===== src/rtl/a51_pkg.sv =====
// Shared definitions for the A5/1 stream-cipher datapath.
// Holds the datapath-wide widths and the block packer FSM state type.
package a51_pkg;

  localparam int unsigned A51_BLK_W      = 256;
  localparam int unsigned A51_FN_W       = 22;
  localparam int unsigned A51_KEY_W      = 64;
  localparam int unsigned A51_FRAME_BLKS = 256;

  typedef enum logic {
    FILL = 1'b0,
    HOLD = 1'b1
  } a51_state_e;

endpackage


===== src/rtl/a51_block_packer_if.sv =====
// Byte-in / block-out bus of the A5/1 block packer.
//   in_*   : plaintext byte stream (valid/ready, in_last marks message end)
//   blk_*  : packed block with byte count, message-end flag, index in frame
//   frame_num / frame_start : frame tag used by the cipher stage to re-key
// slave modport is the packer side, master modport the surrounding logic.
interface a51_block_packer_if
  import a51_pkg::*;
#(
  parameter int unsigned BLK_W = A51_BLK_W,
  parameter int unsigned FN_W  = A51_FN_W
) ();

  logic [7:0]       in_data;
  logic             in_valid;
  logic             in_ready;
  logic             in_last;
  logic [BLK_W-1:0] blk_data;
  logic             blk_valid;
  logic             blk_ready;
  logic [5:0]       blk_nbytes;
  logic             blk_last;
  logic [7:0]       blk_idx;
  logic [FN_W-1:0]  frame_num;
  logic             frame_start;

  modport slave (
    input  in_data, in_valid, in_last, blk_ready,
    output in_ready, blk_data, blk_valid, blk_nbytes, blk_last,
           blk_idx, frame_num, frame_start
  );

  modport master (
    output in_data, in_valid, in_last, blk_ready,
    input  in_ready, blk_data, blk_valid, blk_nbytes, blk_last,
           blk_idx, frame_num, frame_start
  );

endinterface


===== src/rtl/a51_block_packer.sv =====
// A5/1 block packer: packs a plaintext byte stream MSB-first into BLK_W-bit
// blocks and tags each block with its index inside the current frame and the
// frame number. Single-buffered: FILL collects bytes, HOLD presents the block.
// Ports:
//   clk   : system clock, rising edge
//   rst_n : asynchronous active-low reset
//   bus   : a51_block_packer_if.slave (byte input, block output, frame tag)
module a51_block_packer
  import a51_pkg::*;
#(
  parameter int unsigned     BLK_W      = A51_BLK_W,
  parameter int unsigned     FRAME_BLKS = A51_FRAME_BLKS,
  parameter int unsigned     FN_W       = A51_FN_W,
  parameter logic [FN_W-1:0] FN_INIT    = '0
) (
  input  logic                clk,
  input  logic                rst_n,
  a51_block_packer_if.slave   bus
);

  localparam int unsigned NB    = BLK_W / 8;
  localparam int unsigned CNT_W = (NB > 1) ? $clog2(NB) : 1;
  localparam logic [CNT_W-1:0] LAST_LANE = CNT_W'(NB - 1);

  a51_state_e       state_q, state_d;
  logic [CNT_W-1:0] cnt_q;
  logic             run_q;
  logic [BLK_W-1:0] data_q, data_d;
  logic [5:0]       nbytes_q;
  logic             last_q;
  logic [7:0]       idx_q;
  logic [FN_W-1:0]  fn_q;

  logic             in_ready_c;
  logic             blk_valid_c;
  logic             accept;
  logic             closing;
  logic             handoff;

  // State register
  always_ff @(posedge clk or negedge rst_n) begin
    if (!rst_n) state_q <= FILL;
    else        state_q <= state_d;
  end

  // Next-state logic
  always_comb begin
    state_d = state_q;
    unique case (state_q)
      FILL: if (accept && closing) state_d = HOLD;
      HOLD: if (bus.blk_ready)     state_d = FILL;
      default: state_d = FILL;
    endcase
  end

  // Outputs decoded from state only, so neither blk_ready nor in_valid
  // reaches a handshake output combinationally.
  always_comb begin
    in_ready_c  = 1'b0;
    blk_valid_c = 1'b0;
    unique case (state_q)
      FILL: in_ready_c  = run_q;
      HOLD: blk_valid_c = 1'b1;
      default: ;
    endcase
  end

  assign accept  = bus.in_valid && in_ready_c;
  assign closing = (cnt_q == LAST_LANE) || bus.in_last;
  assign handoff = blk_valid_c && bus.blk_ready;

  // Keeps in_ready low until the first clock after reset release.
  always_ff @(posedge clk or negedge rst_n) begin
    if (!rst_n) run_q <= 1'b0;
    else        run_q <= 1'b1;
  end

  always_ff @(posedge clk or negedge rst_n) begin
    if (!rst_n) begin
      cnt_q <= '0;
    end else if (accept) begin
      cnt_q <= closing ? '0 : cnt_q + CNT_W'(1);
    end
  end

  // Byte-lane write decoder; a hand-off wipes every lane so short blocks
  // read zero in their unwritten lanes.
  for (genvar i = 0; i < NB; i++) begin : g_lane
    assign data_d[BLK_W-1-8*i -: 8] =
      handoff                             ? 8'h00 :
      (accept && (cnt_q == CNT_W'(i)))    ? bus.in_data :
                                            data_q[BLK_W-1-8*i -: 8];
  end

  always_ff @(posedge clk or negedge rst_n) begin
    if (!rst_n) data_q <= '0;
    else        data_q <= data_d;
  end

  // Block descriptor and frame tag
  always_ff @(posedge clk or negedge rst_n) begin
    if (!rst_n) begin
      nbytes_q <= '0;
      last_q   <= 1'b0;
      idx_q    <= '0;
      fn_q     <= FN_INIT;
    end else begin
      if (accept && closing) begin
        nbytes_q <= (cnt_q == LAST_LANE) ? 6'd0 : 6'(cnt_q) + 6'd1;
        last_q   <= bus.in_last;
      end
      if (handoff) begin
        if (last_q || (idx_q == 8'(FRAME_BLKS - 1))) begin
          idx_q <= '0;
          fn_q  <= fn_q + FN_W'(1);
        end else begin
          idx_q <= idx_q + 8'd1;
        end
      end
    end
  end

  assign bus.in_ready    = in_ready_c;
  assign bus.blk_valid   = blk_valid_c;
  assign bus.blk_data    = data_q;
  assign bus.blk_nbytes  = nbytes_q;
  assign bus.blk_last    = last_q;
  assign bus.blk_idx     = idx_q;
  assign bus.frame_num   = fn_q;
  assign bus.frame_start = blk_valid_c && (idx_q == 8'd0);

endmodule

===== src/flat_wrapper.sv =====
// flat-port wrapper written by rule: the top's interface ports become plain ports
module a51_block_packer_flat import a51_pkg::*;
#(
  parameter int unsigned     BLK_W      = A51_BLK_W,
  parameter int unsigned     FRAME_BLKS = A51_FRAME_BLKS,
  parameter int unsigned     FN_W       = A51_FN_W,
  parameter logic [FN_W-1:0] FN_INIT    = '0
)
  (clk, rst_n, bus_in_data, bus_in_valid, bus_in_last, bus_blk_ready, bus_in_ready, bus_blk_data, bus_blk_valid, bus_blk_nbytes, bus_blk_last, bus_blk_idx, bus_frame_num, bus_frame_start);
  a51_block_packer_if #(.BLK_W(BLK_W), .FN_W(FN_W)) bus_i ();
  input  logic clk;
  input  logic rst_n;
  input wire logic [$bits(bus_i.in_data)-1:0] bus_in_data;
  input wire logic [$bits(bus_i.in_valid)-1:0] bus_in_valid;
  input wire logic [$bits(bus_i.in_last)-1:0] bus_in_last;
  input wire logic [$bits(bus_i.blk_ready)-1:0] bus_blk_ready;
  output wire logic [$bits(bus_i.in_ready)-1:0] bus_in_ready;
  output wire logic [$bits(bus_i.blk_data)-1:0] bus_blk_data;
  output wire logic [$bits(bus_i.blk_valid)-1:0] bus_blk_valid;
  output wire logic [$bits(bus_i.blk_nbytes)-1:0] bus_blk_nbytes;
  output wire logic [$bits(bus_i.blk_last)-1:0] bus_blk_last;
  output wire logic [$bits(bus_i.blk_idx)-1:0] bus_blk_idx;
  output wire logic [$bits(bus_i.frame_num)-1:0] bus_frame_num;
  output wire logic [$bits(bus_i.frame_start)-1:0] bus_frame_start;
  assign bus_i.in_data = bus_in_data;
  assign bus_i.in_valid = bus_in_valid;
  assign bus_i.in_last = bus_in_last;
  assign bus_i.blk_ready = bus_blk_ready;
  assign bus_in_ready = bus_i.in_ready;
  assign bus_blk_data = bus_i.blk_data;
  assign bus_blk_valid = bus_i.blk_valid;
  assign bus_blk_nbytes = bus_i.blk_nbytes;
  assign bus_blk_last = bus_i.blk_last;
  assign bus_blk_idx = bus_i.blk_idx;
  assign bus_frame_num = bus_i.frame_num;
  assign bus_frame_start = bus_i.frame_start;
  a51_block_packer #(.BLK_W(BLK_W), .FRAME_BLKS(FRAME_BLKS), .FN_W(FN_W), .FN_INIT(FN_INIT)) u_core (.clk(clk), .rst_n(rst_n), .bus(bus_i));
endmodule

===== config.mk =====
export PLATFORM = sky130hd
export DESIGN_NAME = a51_block_packer_flat
export DESIGN_NICKNAME = d
export VERILOG_FILES = /design/src/rtl/a51_pkg.sv /design/src/rtl/a51_block_packer_if.sv /design/src/rtl/a51_block_packer.sv /design/src/flat_wrapper.sv
export SDC_FILE = /design/constraint.sdc
export NUM_CORES = 1
export LEC_CHECK = 0
export CAP_MARGIN = 0
export CORE_MARGIN = 2
export CORE_UTILIZATION = 30
export DETAILED_ROUTE_END_ITERATION = 12
export GPL_ROUTABILITY_DRIVEN = 0
export GPL_TIMING_DRIVEN = 0
export HOLD_SLACK_MARGIN = 0.1
export PLACE_DENSITY = 0.57
export SLEW_MARGIN = 40
export SYNTH_ARGS = -nofsm -noshare
export SYNTH_HDL_FRONTEND = slang
export SYNTH_SLANG_ARGS = --single-unit

===== constraint.sdc =====
create_clock -name clk -period 4.1 [get_ports clk]
set_clock_uncertainty 0.1 [all_clocks]
set_input_delay 0.41 -clock clk [delete_from_list [all_inputs] [get_ports clk]]
set_output_delay 0.41 -clock clk [all_outputs]
set_load 0.02 [all_outputs]

# Yosys cells after proc, flatten, opt, wreduce, memory -nomap -nowiden
# Cells that the tools add are included.
[op_classes] mux=72 n_bitwise=1 eq_ne=32 reduce_logical=73 addsub=4
[ops] operator="2-to-1 mux 8 bit" n=65
[ops] operator="equality test 5 bit (second input constant)" n=16
[ops] operator="nonzero test 2 bit" n=32
[ops] operator="equality test 5 x 4 -> 1 bit (second input constant)" n=8
[ops] operator="logical AND 1 bit" n=36
[ops] operator="adder 22 x 1 -> 22 bit (second input constant)" n=1
[ops] operator="equality test 5 x 3 -> 1 bit (second input constant)" n=4
[ops] operator="equality test 5 x 2 -> 1 bit (second input constant)" n=2
[ops] operator="adder 8 x 1 -> 8 bit (second input constant)" n=1
[ops] operator="equality test 8 bit (second input constant)" n=1
[ops] operator="logical NOT 8 bit" n=1
[ops] operator="adder 5 x 1 -> 6 bit (second input constant)" n=1
[ops] operator="2-to-1 mux 6 bit" n=1
[ops] operator="adder 5 x 1 -> 5 bit (second input constant)" n=1
[ops] operator="equality test 5 x 1 -> 1 bit (second input constant)" n=1
[ops] operator="logical NOT 5 bit" n=1
[ops] operator="2-to-1 mux 5 bit" n=1
[ops] operator="2-to-1 mux 1 bit" n=4
[ops] operator="logical OR 1 bit" n=2
[ops] operator="case mux 1 bit (2 select lines)" n=1
[ops] operator="AND reduction 2 bit" n=1
[ops] operator="NOT 1 bit" n=1
[totals] output_inout_bits=296 reg_bits=300

# Depth between registers and ports, before layout
[depth] word_depth=5 depth_mapped=9 depth_no_buf=6

# Worst setup path before layout
# No wires, ideal clock.
[synth_path] kind="register -> output" from="register u_core.idx_q[3] (netlist: u_core.bus.blk_idx[3])" to="output bus_frame_start" n_path_buf=0 slack_ps=1862 path_stages_with_launch=3 t_required_ps=3590 arrival_ps=1728 cell_sequence="dfrtp_1 -> or4_1 -> nor4_1"
[synth_via] elab_chain_len=2
[synth_rtl] element="from (decl)" line="a51_block_packer.sv:31" rtl="logic [7:0] idx_q;"
[synth_rtl] element="from (signal assigned)" line="a51_block_packer.sv:117" rtl="idx_q <= idx_q + 8'd1;"
[synth_rtl] element="logical NOT 8 bit" line="a51_block_packer.sv:130" rtl="assign bus.frame_start = blk_valid_c && (idx_q == 8'd0);"
[synth_rtl] element="logical AND 1 bit" line="a51_block_packer.sv:130"
[synth_rtl] element="to (decl)" line="flat_wrapper.sv:24" rtl="output wire logic [$bits(bus_i.frame_start)-1:0] bus_frame_start;"
# No other way between the ends.

# Final worst setup path
[layout_path] from="register u_core.cnt_q[0]" to="register u_core.data_q[1] (netlist: u_core.bus.blk_data[1])"
[layout_via] elab_chain_len=3
[layout_rtl] element="from (decl)" line="a51_block_packer.sv:26" rtl="logic [CNT_W-1:0] cnt_q;"
[layout_rtl] element="from (signal assigned)" line="a51_block_packer.sv:82" rtl="cnt_q <= closing ? '0 : cnt_q + CNT_W'(1);"
[layout_rtl] element="equality test 5 bit" line="a51_block_packer.sv:91" rtl="(accept && (cnt_q == CNT_W'(i))) ? bus.in_data :"
[layout_rtl] element="logical AND 1 bit" line="a51_block_packer.sv:91"
[layout_rtl] element="nonzero test 2 bit (no source line)"
[layout_rtl] element="to (signal assigned)" line="a51_block_packer.sv:97" rtl="else data_q <= data_d;"
[layout_rtl] element="to (decl)" line="a51_block_packer.sv:28" rtl="logic [BLK_W-1:0] data_q, data_d;"
# No other way between the ends.
# A chain may end at the register's enable or synchronous reset.

==> results.sh <==
export IMPL_cp_common_cell="clkbuf_1"
export IMPL_area_growth_pct=39.2
export IMPL_overflow=0
export IMPL_startpoint_type="flop"
export IMPL_fin_area_um2=17900
export IMPL_first_pass_iters=5
export IMPL_die_height_um=211
export IMPL_syn_avg_cell_area_um2=11.1
export IMPL_path_clk_slew_ps=60
export IMPL_synth_warning_count=0
export IMPL_htreeDepth=2
export IMPL_vias=9842
export IMPL_syn_cell_area_um2=12900
export IMPL_wire_per_inst_um=21.7
export IMPL_ir_worst_vdd_mv=0.352
export IMPL_grt_pass1_vias=10000
export IMPL_critPathSlowestCell="clkbuf_1"
export IMPL_grt_start_max_net_pins=73
export IMPL_slew_violations=0
export IMPL_synth_area_leaders="dfrtp_1 (58%), mux2i_1 (16%), nor2_1 (6.3%), nand2_1 (3.7%), a21oi_1 (1.9%)"
export IMPL_synth_seq_cells=300
export IMPL_multiInputGateArea_um2=4960
export IMPL_cp_required_ps=4460
export IMPL_cp_slowest_stage_delay_ps=540
export IMPL_mostFrequentLayoutCells="clkdlybuf4s50_1 (306), dfrtp_1 (300), nor2_1 (217)"
export IMPL_setup_ws_ps=1100
export IMPL_rows=75
export IMPL_synth_cells=1165
export IMPL_status="completed"
export IMPL_power_leakage_uw=0.00890
export IMPL_start_util_pct=30.6
export IMPL_hold_path_class="input pin to flop"
export IMPL_drt_iter0_drc=546
export IMPL_post_route_drc_count=0
export IMPL_clock_root_buffer="clkbuf_16"
export IMPL_timing_fmax_ghz=0.334
export IMPL_post_place_ws_ps=804
export IMPL_routed_wirelength_mm=45.1
export IMPL_clock_latency_ps=540
export IMPL_finalHoldViolCount=0
export IMPL_synth_top_cell_area_share_pct=58.3
export IMPL_crit_fanout=9
export IMPL_r2r_end="u_core.bus.blk_data[1]"
export IMPL_final_net_count=1539
export IMPL_clock_path_buffers=3
export IMPL_worstMarginPinSlew_ps=803
export IMPL_grt_pass1_wl_mm=67.3
export IMPL_n_fill_cell=4056
export IMPL_die_x_um=211
export IMPL_instances_no_fill=2079
export IMPL_portBuffers=307
export IMPL_synth_cell_types=47
export IMPL_slew_headroom_pct=46.5
export IMPL_final_common_cell="clkdlybuf4s50_1"
export IMPL_cap_violations=0
export IMPL_ant_nets=0
export IMPL_vias_per_cell=4.73
export IMPL_cts_buffers=36
export IMPL_crit_start="u_core.cnt_q[0]"
export IMPL_cts_sinks=300
export IMPL_ys_flop_type="dfrtp_1"
export IMPL_seqCellArea_um2=7510
export IMPL_cts_tree="done"
export IMPL_finalSetupViolations=0
export IMPL_yosys_area_top_type="dfrtp_1"
export IMPL_period_minus_slack_ps=3000
export IMPL_synth_fp_nets=1188
export IMPL_core_region_area_um2=42100
export IMPL_dieArea_um2=44600
export IMPL_holdPathStages=2
export IMPL_r2r_cells=9
export IMPL_synth_edf_count=0
export IMPL_cp_cell_sequence="ha_1, clkbuf_1, and3_1, ha_1, clkbuf_1, and2_1, clkbuf_1, nand2_1, a21oi_1"
export IMPL_grt_setup_unrepaired="no"
export IMPL_antenna_found_initial=1
export IMPL_cp_data_arrival_time_ps=3360
export IMPL_endpoint="u_core.bus.blk_data[1]"
export IMPL_drive_gt1_share_pct=7.93
export IMPL_seq_area_frac_synth_pct=58.3
export IMPL_post_route_period_util_pct=73.1
export IMPL_criticalPathCategory="flop to flop"
export IMPL_power_density_nw_per_um2=449
export IMPL_r2r_start="u_core.cnt_q[0]"
export IMPL_hpwl_mm=31.7
export IMPL_synthArstFlopShare_pct=100
export IMPL_ff2ff_setup_slack_ps=1100
export IMPL_dp_cells=2016
export IMPL_hold_ws_ps=217
export IMPL_cts_post_setup_buffers_inserted=0
export IMPL_critPathCaptureType="flop"
export IMPL_groute_usage_overall_pct=20.4
export IMPL_ios=309
export IMPL_place_area_um2=16800
==> kinds of logic after synthesis <==
family,Yosys count,synth area share [%]
flip-flops,300,58.3
buffers and inverters,97,3.22
adder cells (fa/ha/maj),10,0.971
AO/OA/AOI/OAI,73,3.18
multiplexers,209,16.3
AND/OR/NAND/NOR,448,16.2
other,1,0.0291
XOR/XNOR,27,1.84
==> synthesized netlist by cell type, types with 2 or more instances <==
cell         n
or3_1        2
nor2_1     217
inv_1        8
and2_1       5
o21ai_0     14
buf_1        6
dfrtp_1    300
nand4_1      5
nor4_2       2
nor4_4       3
nand4_2      4
nor3_4       2
mux2i_1    208
nand3_2      8
buf_6        2
nor4_1       4
or4_1        3
nor3b_1      2
nor2b_1      3
and4_1       3
nand3_1     21
nand2_1    127
nor4bb_1     2
clkbuf_1    53
buf_2       28
o31ai_1      4
a2bb2oi_1    2
nor3_2       2
nor3_1      10
xor2_1      23
a21oi_1     50
and3_1      15
ha_1        10
xnor2_1      4
==> worst min-delay path by stage <==
stage                                   from                  endpoint  slack (ps)
finish                           bus_in_last           u_core.cnt_q[2]         220
detailed placement                     rst_n   u_core.bus.frame_num[6]         210
global route                     bus_in_last           u_core.cnt_q[2]         230
global placement    u_core.bus.frame_num[21]  u_core.bus.frame_num[21]         360
floorplan                              rst_n    u_core.bus.blk_data[0]          10
CTS                              bus_in_last           u_core.cnt_q[2]         160
==> cell type report <==
type	count	area share, %
inverter	8	0.168
multi-input combinational	768	27.7
sequential	300	41.9
clock inverter	12	0.859
antenna	1	0.0140
tap	539	3.76
buffer	89	2.18
clock buffer	49	5.58
timing repair buffer	313	17.9
==> repair_timing <==
item                      CTS  global route
hold endpoints to repair  161             0
resized for setup           0             0
hold buffers                1             0
==> critical path, delay by kind of cell (launching register included) <==
family | cells | cell delay, ps
adder cells (fa/ha/maj) | 2 | 340
flip-flops | 1 | 470
AO/OA/AOI/OAI | 1 | 160
AND/OR/NAND/NOR | 3 | 590
buffers and inverters | 3 | 1220
==> per-stage QoR <==
stage                     total power, uW  setup TNS [ps]  util, %
final                                8040               0     42.5
after global routing                 8400               0     42.5
after CTS                            8170               0     42.5
after detailed placement             4930               0     39.8
after global placement               4900        -3322030     39.5
after floorplan                      4100               0        -
==> power by group <==
| part | internal, uW | total [uW] | leakage (uW) | switching (uW) |
|---|---|---|---|---|
| clock network | 1900 | 3180 | 0.000571 | 1280 |
| logic | 603 | 1480 | 0.00420 | 873 |
| registers | 3200 | 3390 | 0.00413 | 181 |
| total | 5710 | 8040 | 0.00890 | 2330 |
==> routing by layer <==
metal	vias up	track usage [%]	routed length, um
met1	4906	27.2	20000
li1	4598	-	-
met2	280	31.7	20600
met5	-	0	0
met4	0	5.83	957
met3	58	6.66	3490
==> sequential cells by signal, indices dropped and copies added, names as in the netlist <==
signal                 cells
u_core.bus.blk_idx         8
u_core.cnt_q               5
u_core.bus.blk_nbytes      6
u_core.bus.frame_num      22
u_core.state_q             1
u_core.bus.blk_last        1
u_core.run_q               1
u_core.bus.blk_data      256
Power figures use the tool's default switching activity.
